<file path="config.mk">
export PLATFORM = sky130hd
export DESIGN_NAME = fwd_hazard_unit
export DESIGN_NICKNAME = d
export VERILOG_FILES = /design/src/rtl/fwd_hazard_unit_pkg.sv /design/src/rtl/fwd_hazard_unit_src_match.sv /design/src/rtl/fwd_hazard_unit.sv
export SDC_FILE = /design/constraint.sdc
export NUM_CORES = 1
export LEC_CHECK = 0
export ABC_AREA = 1
export CAP_MARGIN = 20
export CORE_UTILIZATION = 30
export CTS_CLUSTER_DIAMETER = 50
export CTS_CLUSTER_SIZE = 12
export DETAILED_ROUTE_END_ITERATION = 6
export HOLD_SLACK_MARGIN = 0.05
export PLACE_DENSITY = 0.68
export SLEW_MARGIN = 20
export SYNTH_ARGS = -nofsm -noshare
export SYNTH_HDL_FRONTEND = slang
export SYNTH_SLANG_ARGS = --single-unit
</file>
<file path="constraint.sdc">
create_clock -name clk -period 3.35 [get_ports clk]
set_clock_uncertainty 0.05 [all_clocks]
set_input_delay 0.335 -clock clk [delete_from_list [all_inputs] [get_ports clk]]
set_output_delay 0.335 -clock clk [all_outputs]
set_load 0.02 [all_outputs]
</file>
<file path="src/rtl/fwd_hazard_unit_pkg.sv">
// Shared constants and tag layout helpers for the forwarding / load-use hazard unit.
// Tag entry bit layout (MSB..LSB): {valid, regwr, is_load, aw[REG_ADDR_W-1:0]}.
package fwd_pkg;

   localparam int unsigned SEL_RF     = 0;
   localparam int unsigned TAG_FLAGS  = 3;

   function automatic int unsigned sel_w(input int unsigned depth);
      return $clog2(depth + 1);
   endfunction

   function automatic int unsigned tag_w(input int unsigned addr_w);
      return addr_w + TAG_FLAGS;
   endfunction

   function automatic int unsigned tag_load_bit(input int unsigned addr_w);
      return addr_w;
   endfunction

   function automatic int unsigned tag_regwr_bit(input int unsigned addr_w);
      return addr_w + 1;
   endfunction

   function automatic int unsigned tag_valid_bit(input int unsigned addr_w);
      return addr_w + 2;
   endfunction

endpackage

</file>
<file path="src/rtl/fwd_hazard_unit_src_match.sv">
// Per-source bypass selection: youngest matching in-flight writer wins, else register file.
module fwd_src_match
   import fwd_pkg::*;
#(
   parameter int unsigned REG_ADDR_W = 5,
   parameter int unsigned DATA_W     = 32,
   parameter int unsigned FWD_DEPTH  = 3,
   parameter int unsigned SEL_W      = 2
) (
   input  logic [REG_ADDR_W-1:0]                  src_addr,
   input  logic                                   src_used,
   input  logic [FWD_DEPTH*tag_w(REG_ADDR_W)-1:0] tags,
   input  logic [FWD_DEPTH*DATA_W-1:0]            stage_data,
   input  logic [DATA_W-1:0]                      rf_data,
   output logic [SEL_W-1:0]                       sel,
   output logic [DATA_W-1:0]                      data,
   output logic                                   load_hit
);

   localparam int unsigned TW = tag_w(REG_ADDR_W);

   logic [FWD_DEPTH-1:0] hit;
   logic                 found;
   logic                 picked_load;

   always_comb begin
      hit = '0;
      for (int unsigned k = 0; k < FWD_DEPTH; k++) begin
         hit[k] = src_used && (src_addr != '0)
                  && tags[k*TW + tag_valid_bit(REG_ADDR_W)]
                  && tags[k*TW + tag_regwr_bit(REG_ADDR_W)]
                  && (tags[k*TW +: REG_ADDR_W] == src_addr);
      end
   end

   always_comb begin
      sel         = SEL_W'(SEL_RF);
      data        = rf_data;
      found       = 1'b0;
      picked_load = 1'b0;
      for (int unsigned k = 0; k < FWD_DEPTH; k++) begin
         if (!found && hit[k]) begin
            found       = 1'b1;
            sel         = SEL_W'(k + 1);
            data        = stage_data[k*DATA_W +: DATA_W];
            picked_load = tags[k*TW + tag_load_bit(REG_ADDR_W)];
         end
      end
      // A load still in Ex is always the youngest hit, so this equals Match(0) & is_load(0)
      load_hit = picked_load && (sel == SEL_W'(1));
   end

endmodule

</file>
<file path="src/rtl/fwd_hazard_unit.sv">
// Forwarding and load-use hazard unit: in-flight destination tag shift register plus per-source bypass.
// Optional feature: define FWD_STALL_CNT_EN to add the stall_cnt port and load-use stall counter.
module fwd_hazard_unit
   import fwd_pkg::*;
#(
   parameter int unsigned REG_ADDR_W = 5,
   parameter int unsigned DATA_W     = 32,
   parameter int unsigned NUM_SRC    = 2,
   parameter int unsigned FWD_DEPTH  = 3
) (
   input  logic                                clk,
   input  logic                                reset,
   input  logic                                id_valid,
   input  logic [NUM_SRC*REG_ADDR_W-1:0]       id_src_addr,
   input  logic [NUM_SRC-1:0]                  id_src_used,
   input  logic [REG_ADDR_W-1:0]               id_aw,
   input  logic                                id_regwr,
   input  logic                                id_is_load,
   input  logic                                ext_stall,
   input  logic                                flush,
   input  logic [NUM_SRC*DATA_W-1:0]           rf_data,
   input  logic [FWD_DEPTH*DATA_W-1:0]         stage_data,
   output logic [NUM_SRC*sel_w(FWD_DEPTH)-1:0] fwd_sel,
   output logic [NUM_SRC*DATA_W-1:0]           fwd_data,
   output logic                                load_use_stall
`ifdef FWD_STALL_CNT_EN
   ,
   output logic [31:0]                         stall_cnt
`endif
);

   localparam int unsigned TW    = tag_w(REG_ADDR_W);
   localparam int unsigned SEL_W = sel_w(FWD_DEPTH);

   logic [FWD_DEPTH*TW-1:0] tags;
   logic [TW-1:0]           new_tag;
   logic [NUM_SRC-1:0]      load_hit;

   for (genvar i = 0; i < NUM_SRC; i++) begin : g_src
      fwd_src_match #(
         .REG_ADDR_W (REG_ADDR_W),
         .DATA_W     (DATA_W),
         .FWD_DEPTH  (FWD_DEPTH),
         .SEL_W      (SEL_W)
      ) u_match (
         .src_addr   (id_src_addr[i*REG_ADDR_W +: REG_ADDR_W]),
         .src_used   (id_src_used[i]),
         .tags       (tags),
         .stage_data (stage_data),
         .rf_data    (rf_data[i*DATA_W +: DATA_W]),
         .sel        (fwd_sel[i*SEL_W +: SEL_W]),
         .data       (fwd_data[i*DATA_W +: DATA_W]),
         .load_hit   (load_hit[i])
      );
   end

   always_comb begin
      load_use_stall = id_valid && !flush && (|load_hit);
      new_tag        = '0;
      if (id_valid && !flush && !load_use_stall) begin
         new_tag = {1'b1, id_regwr, id_is_load, id_aw};
      end
   end

   // ext_stall freezes every entry, which also defers any flush/load-use bubble
   always_ff @(posedge clk) begin
      if (reset) begin
         tags <= '0;
      end else if (!ext_stall) begin
         tags[0 +: TW] <= new_tag;
         for (int unsigned k = 1; k < FWD_DEPTH; k++) begin
            tags[k*TW +: TW] <= tags[(k-1)*TW +: TW];
         end
      end
   end

`ifdef FWD_STALL_CNT_EN
   always_ff @(posedge clk) begin
      if (reset) begin
         stall_cnt <= '0;
      end else if (load_use_stall && !ext_stall) begin
         stall_cnt <= stall_cnt + 32'd1;
      end
   end
`endif

endmodule
</file>
# [Word level (Yosys, flattened, before mapping)]
# Cells that the tools add are included.
[op_classes] eq_ne=8 mux=23 reduce_logical=38
[op_table] cell="$mux W32" count=6
[op_table] cell="$eq A5 B5 Y1" count=6
[op_table] cell="$logic_and A1 B1 Y1" count=29
[op_table] cell="$mux W1" count=12
[op_table] cell="$reduce_bool A5 Y1" count=2
[op_table] cell="$mux W2" count=4
[op_table] cell="$mux W8" count=1
[op_table] cell="$logic_not A1 Y1" count=6
[op_table] cell="$eq A2 B1 Y1 const B" count=2
[op_table] cell="$reduce_or A2 Y1" count=1
[word_totals] register_bits=24 input_bits=184 output_inout_bits=69 wordCells=70

# [Longest topological paths before layout]
[depth] depth_word=19 mapped_depth=13 depth_no_buf=12

# [Hierarchy]
# From an unflattened synthesis, not the netlist that was laid out.
[unflattened] hier_cells=866 hier_area_um2=4296.6
[modules_own_cells] module="fwd_src_match" n_inst=2 cells_each=379 area_each_um2=1706.6 seq_area_each_um2=0.0
[modules_own_cells] module="fwd_hazard_unit" n_inst=1 cells_each=108 area_each_um2=883.3 seq_area_each_um2=480.5

# [Worst setup path before layout]
# Ideal clock, no wire load.
[synth_path] path_kind="reg2out" start="register tags[3]" end="output port fwd_data[10]" t_arrival_ns=1.627 required_ns=2.965 setup_slack_ns=1.338 path_stages_with_launch=12 path_buffers=3 path_cell_list="dfxtp_1 buf_2 inv_2 a21oi_1 nand2_1 nor2_2 nand3_2 nand3_2 buf_6 buf_4 nor2_1 nor2_1"
[synth_via] elab_chain_len=9 elab_cells_between_ends=11 classes_between="eq/ne: 1; mux: 5; reduce/logical: 5"
[synth_rtl] item="start: declaration" line_no="fwd_hazard_unit.sv:35" rtl="logic [FWD_DEPTH*TW-1:0] tags;"
[synth_rtl] item="start signal: indexed assignment" line_no="fwd_hazard_unit.sv:70" rtl="tags[0 +: TW] <= new_tag;"
[synth_rtl] item="start signal: indexed assignment" line_no="fwd_hazard_unit.sv:72" rtl="tags[k*TW +: TW] <= tags[(k-1)*TW +: TW];"
[synth_rtl] item="$eq A5 B5 Y1 *" line_no="fwd_hazard_unit_src_match.sv:32" rtl="&& (tags[k*TW +: REG_ADDR_W] == src_addr);"
[synth_rtl] item="$logic_and A1 B1 Y1 *" line_no="fwd_hazard_unit_src_match.sv:32"
[synth_rtl] item="$mux W1" line_no="fwd_hazard_unit_src_match.sv:42" rtl="if (!found && hit[k]) begin"
[synth_rtl] item="$logic_not A1 Y1" line_no="fwd_hazard_unit_src_match.sv:42"
[synth_rtl] item="$logic_and A1 B1 Y1" line_no="fwd_hazard_unit_src_match.sv:42"
[synth_rtl] item="$mux W1" line_no="fwd_hazard_unit_src_match.sv:42"
[synth_rtl] item="$logic_not A1 Y1" line_no="fwd_hazard_unit_src_match.sv:42"
[synth_rtl] item="$logic_and A1 B1 Y1" line_no="fwd_hazard_unit_src_match.sv:42"
[synth_rtl] item="$mux W32 *" line_no="fwd_hazard_unit_src_match.sv:42"
[synth_rtl] item="end: declaration" line_no="fwd_hazard_unit.sv:24" rtl="output logic [NUM_SRC*DATA_W-1:0] fwd_data,"
# Every way passes the cells marked *; elsewhere a longest branch is shown, timed or not.

# [Worst setup path in the final report]
[layout_path] start="input port id_src_addr[4]" end="output port fwd_data[11]"
[layout_via] elab_chain_len=12 elab_cells_between_ends=23 classes_between="eq/ne: 3; mux: 5; reduce/logical: 15"
[layout_rtl] item="start: declaration" line_no="fwd_hazard_unit.sv:14" rtl="input logic [NUM_SRC*REG_ADDR_W-1:0] id_src_addr,"
[layout_rtl] item="$reduce_bool A5 Y1" line_no="fwd_hazard_unit_src_match.sv:29" rtl="hit[k] = src_used && (src_addr != '0)"
[layout_rtl] item="$logic_and A1 B1 Y1" line_no="fwd_hazard_unit_src_match.sv:29"
[layout_rtl] item="$logic_and A1 B1 Y1" line_no="fwd_hazard_unit_src_match.sv:30" rtl="&& tags[k*TW + tag_valid_bit(REG_ADDR_W)]"
[layout_rtl] item="$logic_and A1 B1 Y1" line_no="fwd_hazard_unit_src_match.sv:31" rtl="&& tags[k*TW + tag_regwr_bit(REG_ADDR_W)]"
[layout_rtl] item="$logic_and A1 B1 Y1" line_no="fwd_hazard_unit_src_match.sv:32"
[layout_rtl] item="$mux W1" line_no="fwd_hazard_unit_src_match.sv:42"
[layout_rtl] item="$logic_not A1 Y1" line_no="fwd_hazard_unit_src_match.sv:42"
[layout_rtl] item="$logic_and A1 B1 Y1" line_no="fwd_hazard_unit_src_match.sv:42"
[layout_rtl] item="$mux W1" line_no="fwd_hazard_unit_src_match.sv:42"
[layout_rtl] item="$logic_not A1 Y1" line_no="fwd_hazard_unit_src_match.sv:42"
[layout_rtl] item="$logic_and A1 B1 Y1" line_no="fwd_hazard_unit_src_match.sv:42"
[layout_rtl] item="$mux W32 *" line_no="fwd_hazard_unit_src_match.sv:42"
# Marks and branches as above.

==> impl_metrics.json <==
{
  "hold_buffers": 0,
  "layout-drive-gt1-share": 0.0584,
  "n_fill_cell": 1392,
  "post-route-period-util": 0.957,
  "final_util": 0.537,
  "diodes": 0,
  "layout_min_cycle_time_ns": 3.21,
  "synthToLayoutAreaGrowth_pct": 72.0,
  "portBuffers": 252,
  "synth_seq_cells": 22,
  "clock_path_buffers": 2,
  "core_um2": 12800,
  "cts_root_buf": "clkbuf_16",
  "r2r_end": "tags[1]$_SDFFE_PP0N_",
  "ys_warn_count": 0,
  "slowest_stage": "clkdlybuf4s50_1",
  "cts_inserted_buffers": 3,
  "multi_input_area_um2": 3150,
  "cts.sinks": 22,
  "rrSetupSlack_ns": 1.73,
  "drc_errors": 0,
  "area.sequential_um2": 440,
  "synth.area.top_cells": "nand2_1 (26%), nor2_1 (22%), nand4_1 (12%), dfxtp_1 (11%), nand3_1 (9.5%)",
  "maxSlewViolCount": 0,
  "die_y_um": 117,
  "power_per_cell_area_nw_per_um2": 159,
  "rows": 41,
  "reg_top3": "tags: 22 flops",
  "finalSetupTns_ns": 0,
  "grtUsageTotal": 0.283,
  "start_util": 0.312,
  "cts_htree_levels": 1,
  "outcome": "completed",
  "worstPathArrival_ns": 2.82,
  "gr-total-overflow": 0,
  "clock_latency_ns": 0.25,
  "cpLargestDelayFamily": "buffers and inverters",
  "fmax_mhz": 312,
  "post-dp-hpwl_um": 15200,
  "rsz0062_at_grt": "no",
  "clk_pin_slew_worst_paths_ns": 0.05,
  "grt_antenna_before_repair": 1,
  "die-area_um2": 13800,
  "hold_depth": 2,
  "worst_pin_slew_ns": 0.762,
  "grt_pass1_vias": 5962,
  "cts_tree": "yes",
  "fin_nets": 1247,
  "path_buf_inv": 4,
  "final_common_cell": "nand2_1",
  "synthCells": 831,
  "gp_congestion": 1.01,
  "finalSetupViolCount": 0,
  "grt_max_degree": 50,
  "required_ns": 2.96,
  "leakagePower_nw": 3.41,
  "vdd_drop_max_mv": 0.293,
  "wl_per_cell_um": 16.3,
  "place_inst": 1230,
  "top_level_ports": 253,
  "reg2reg_depth": 8,
  "yosysSeqAreaShare": 0.110,
  "post_cts_resized": 0,
  "crit_chain": "clkdlybuf4s50_1, inv_2, nand2_1, nand2_1, a21oi_1, nand3_1, nor2_1, nand3_2, buf_12, nand2_1, nor2_1, nor2_1, clkdlybuf4s50_1",
  "cts_setup_buffers": 0,
  "critPathMaxFanout": 49,
  "max_stage_delay_ns": 0.63,
  "start_kind": "input port",
  "drtPass1Iterations": 7,
  "ant_nets": 0,
  "hold_path_class": "flop to flop",
  "wl_um": 20100,
  "synth_top_cell_area_share": 0.264,
  "finalNonFillerCells": 1233,
  "top_register": "tags",
  "maxCapViolCount": 0,
  "largest_reg_flops": 22,
  "r2r-start": "tags[3]$_SDFFE_PP0N_",
  "die_x_um": 117,
  "endpoint_kind": "output port",
  "via_per_inst": 5.08,
  "min_to": "tags[6]$_SDFFE_PP0N_",
  "ys_types": 22,
  "worstSetupPathType": "input port to output port",
  "min_from": "tags[6]$_SDFFE_PP0N_",
  "synth_area_um2": 4000,
  "vias": 6260,
  "layout_common_cells": "nand2_1 (281), clkdlybuf4s50_1 (245), nor2_1 (230), nand3_1 (76), nand4_1 (74)",
  "slew_headroom": 0.490,
  "mappedNetlistNets": 1015,
  "synth_area_leader_cell": "nand2_1",
  "drt_iter0_markers": 530,
  "grt_pass1_wl_um": 31700,
  "final_hold_viol_count": 0,
  "avgSynthCellArea_um2": 4.81
}
==> per-layer routing <==
layer  routed length [um]  vias to the layer above  share of wire  track usage
li1                     -                     3155              -            -
met5                   13                        -        0.00065            0
met4                  697                        2          0.035        0.103
met2                 9280                      301           0.46        0.482
met3                 1460                       50          0.073       0.0334
met1                 8610                     2752           0.43        0.365
==> worst max path at each step <==
stage | startpoint | end | cells after the start
after CTS | id_src_addr[4] | fwd_data[12] | 13
after global routing | id_src_addr[4] | fwd_data[11] | 13
after global placement | id_src_addr[4] | fwd_data[12] | 13
after detailed placement | id_src_addr[4] | fwd_data[13] | 13
final | id_src_addr[4] | fwd_data[11] | 13
after floorplan | tags[3]$_SDFFE_PP0N_ | fwd_data[10] | 11
==> synthesized netlist by cell type (all sizes together) <==
master / number
nand3: 82
dfxtp: 22
nand3b: 3
o21ai: 9
inv: 33
nand2: 281
a21oi: 18
xnor2: 1
nand4: 74
a211oi: 10
nor2: 234
clkbuf: 26
nor3: 2
xor2: 5
buf: 31
==> cells by family (layout without fill, tap and decap cells) <==
logic type             after synthesis  after routing  synth area share
AND/OR/NAND/NOR                    676            676             0.720
buffers and inverters               90            320             0.104
AO/OA/AOI/OAI                       37             37            0.0525
flip-flops                          22             22             0.110
XOR/XNOR                             6              6            0.0131
==> stage by stage <==
stage / total power (W) / area [um2] / worst slack [ns] / hold WS [ns]
floorplan: 0.000492 / 4000 / 1.34 / 0.363
global placement: 0.000861 / 6790 / 0.0936 / 0.412
detailed placement: 0.000859 / 6790 / 0.123 / 0.413
CTS: 0.00110 / 6860 / 0.116 / 0.421
global route: 0.00115 / 6880 / 0.000651 / 0.456
finish: 0.00109 / 6880 / 0.143 / 0.418
==> tightest hold or removal path: cells and delay by family, from the launching register on <==
family          cells  cell delay [ns]
flops               1             0.31
simple gates        1             0.05
compound gates      1             0.05
==> cell type report <==
cell class / instances / share of cell area
inverter: 33 / 0.0180
sequential: 22 / 0.0640
timing repair buffer: 284 / 0.419
multi-input combinational: 719 / 0.457
clock buffer: 3 / 0.0109
tap: 172 / 0.0313
==> power breakdown <==
part           switching (W)  internal, W
registers          0.0000121     0.000272
logic               0.000250     0.000323
clock network      0.0000808     0.000157
(Power assumes the default switching activity.)
==> RTL change (config.mk and constraints unchanged) <==
Add a define of `FWD_STALL_CNT_EN`.
--- a/src/rtl/fwd_hazard_unit.sv
+++ b/src/rtl/fwd_hazard_unit.sv
@@ -1,4 +1,6 @@
 // Forwarding and load-use hazard unit: in-flight destination tag shift register plus per-source bypass.
 // Optional feature: define FWD_STALL_CNT_EN to add the stall_cnt port and load-use stall counter.
+`define FWD_STALL_CNT_EN
+
 module fwd_hazard_unit
    import fwd_pkg::*;
Formal check against the unedited RTL (old outputs only; new: stall_cnt): equivalent (equiv_simple and equiv_induct, registers matched by name and starting in step).
==> RTL change against the original RTL <==
- routed wire length rose by 30%
- critical path depth fell by 1
- non-clock buffer count rose by 48
- worst hold slack improved by 0.012 ns
- synthesized area rose by 37%
- power rose by 68%
- sequential cell count rose by 34
- setup slack improved by 0.018 ns
- cell count rose by 17%
- final area rose by 33%
==> RTL change: results (changes against the original RTL) <==
| Metric | Value |
|---|---|
| Compound-Gate Fraction of Synth Area | `0.277 (was 0.0525)` |
| Comb pwr share | `0.331 (was 0.523)` |
| Largest regs | `stall_cnt x32, tags x24 (was tags x22)` |
| GP Congestion | `0.935 (was 1.01)` |
| Vias | `7,676 (was 6,260)` |
| Status | `completed (unchanged)` |
| Worst path max stage delay | `0.69 ns (was 0.63 ns)` |
| Crit path DAT | `2.80 ns (was 2.82 ns)` |
| Comb_multi_in | `678 (was 719)` |
| Global-route wire length before repair | `38,000 microns (was 31,700 microns)` |
| Crit path to | `fwd_data[38] (was fwd_data[11])` |
| Largest net degree at the start of global routing | `29 (was 50)` |
| Ratio of cells with drive above 1 in the final layout | `0.0824 (was 0.0584)` |
| Initial antenna violation count | `3 (was 1)` |
| Most frequent cells after synthesis | `180 x nand2_1, 127 x inv_1, 111 x a21oi_1 (was 281 x nand2_1, 232 x nor2_1, 76 x nand3_1)` |
| Clock transition at path regs | `0.07 ns (was 0.05 ns)` |
| Critical Path Start | `id_src_addr[8] (was id_src_addr[4])` |
| Post-Synth Adder-Cell Area | `0.00229 (was 0)` |
| Pleak | `4.21 nW (was 3.41 nW)` |
| HPWL after DPL | `20,800 microns (was 15,200 microns)` |
| Final #Nets | `1,398 (was 1,247)` |
| Fmax | `314 MHz (was 312 MHz)` |
| Inserted Diodes | `3 (was 0)` |
| Peak supply drop | `0.230 mV (was 0.293 mV)` |
| Ranking of synthesized cells by area | `dfxtp_1 21%, nand2_1 12%, a21oi_1 10%, inv_1 8.7%, nand3_1 6.8% (was nand2_1 26%, nor2_1 22%, nand4_1 12%, dfxtp_1 11%, nand3_1 9.5%)` |
| Routed WL per cell | `18.1 microns (was 16.3 microns)` |
| Number of global-route vias before repair | `7,093 (was 5,962)` |
| Post-Synth XOR/XNOR Area | `0.0144 (was 0.0131)` |
| Reg-to-Reg End | `stall_cnt[17] (was tags[1])` |
| Design Area, Final | `0.00917 sq mm (was 0.00688 sq mm)` |
| Buffers, non-clock | `332 (was 284)` |
| GR Util All Layers | `0.263 (was 0.283)` |
| Cells after DPL | `1,431 (was 1,230)` |
| Switching share of total power | `0.297 (was 0.313)` |
| Port buffer count | `284 (was 252)` |
| Clock buffer count | `5 (was 3)` |
| Fill cell count | `1,734 (was 1,392)` |
| CP max FO | `25 (was 49)` |
| Worst R2R Setup Slack | `1.05 ns (was 1.73 ns)` |
| H-tree levels | `2 (was 1)` |
| Combinational power | `0.611 mW (was 0.573 mW)` |
| Cts repair resizes | `1 (was 0)` |
| Dpl ws | `-0.0458 ns (was 0.123 ns)` |
| Total wire length | `26,100 microns (was 20,100 microns)` |
| Hold_sp | `stall_cnt[14] (was tags[6])` |
| 1st-pass router iterations | `6 (was 7)` |
[RTL change: cell types whose count changed in the layout (fill, tap and decap cells not counted), moves of 11 or more]
cell | before | now
nand4_1 | 74 | 47
clkdlybuf4s50_1 | 245 | 229
dfxtp_1 | 22 | 56
a211oi_1 | 10 | 23
nor2_1 | 230 | 55
dlymetal6s2s_1 | 7 | 54
a21oi_1 | 18 | 111
a311oi_1 | 0 | 23
nor3_1 | 1 | 12
o21ai_0 | 9 | 70
nand2_1 | 281 | 180
inv_1 | 17 | 127
a32oi_1 | 0 | 16
buf_4 | 24 | 39
[RTL change: critical path, delay by kind of cell]
family / cells / cell delay, ns
AO/OA/AOI/OAI: 2 / 0.24
buffers and inverters: 6 / 1.69
AND/OR/NAND/NOR: 4 / 0.53
[RTL change: per-layer routing]
layer / wire length (microns) / vias up / GRT usage
li1: - / 3771 / -
met3: 1840 / 56 / 0.0396
met1: 10500 / 3536 / 0.309
met4: 845 / 0 / 0.128
met2: 12900 / 313 / 0.462
met5: 0 / - / 0
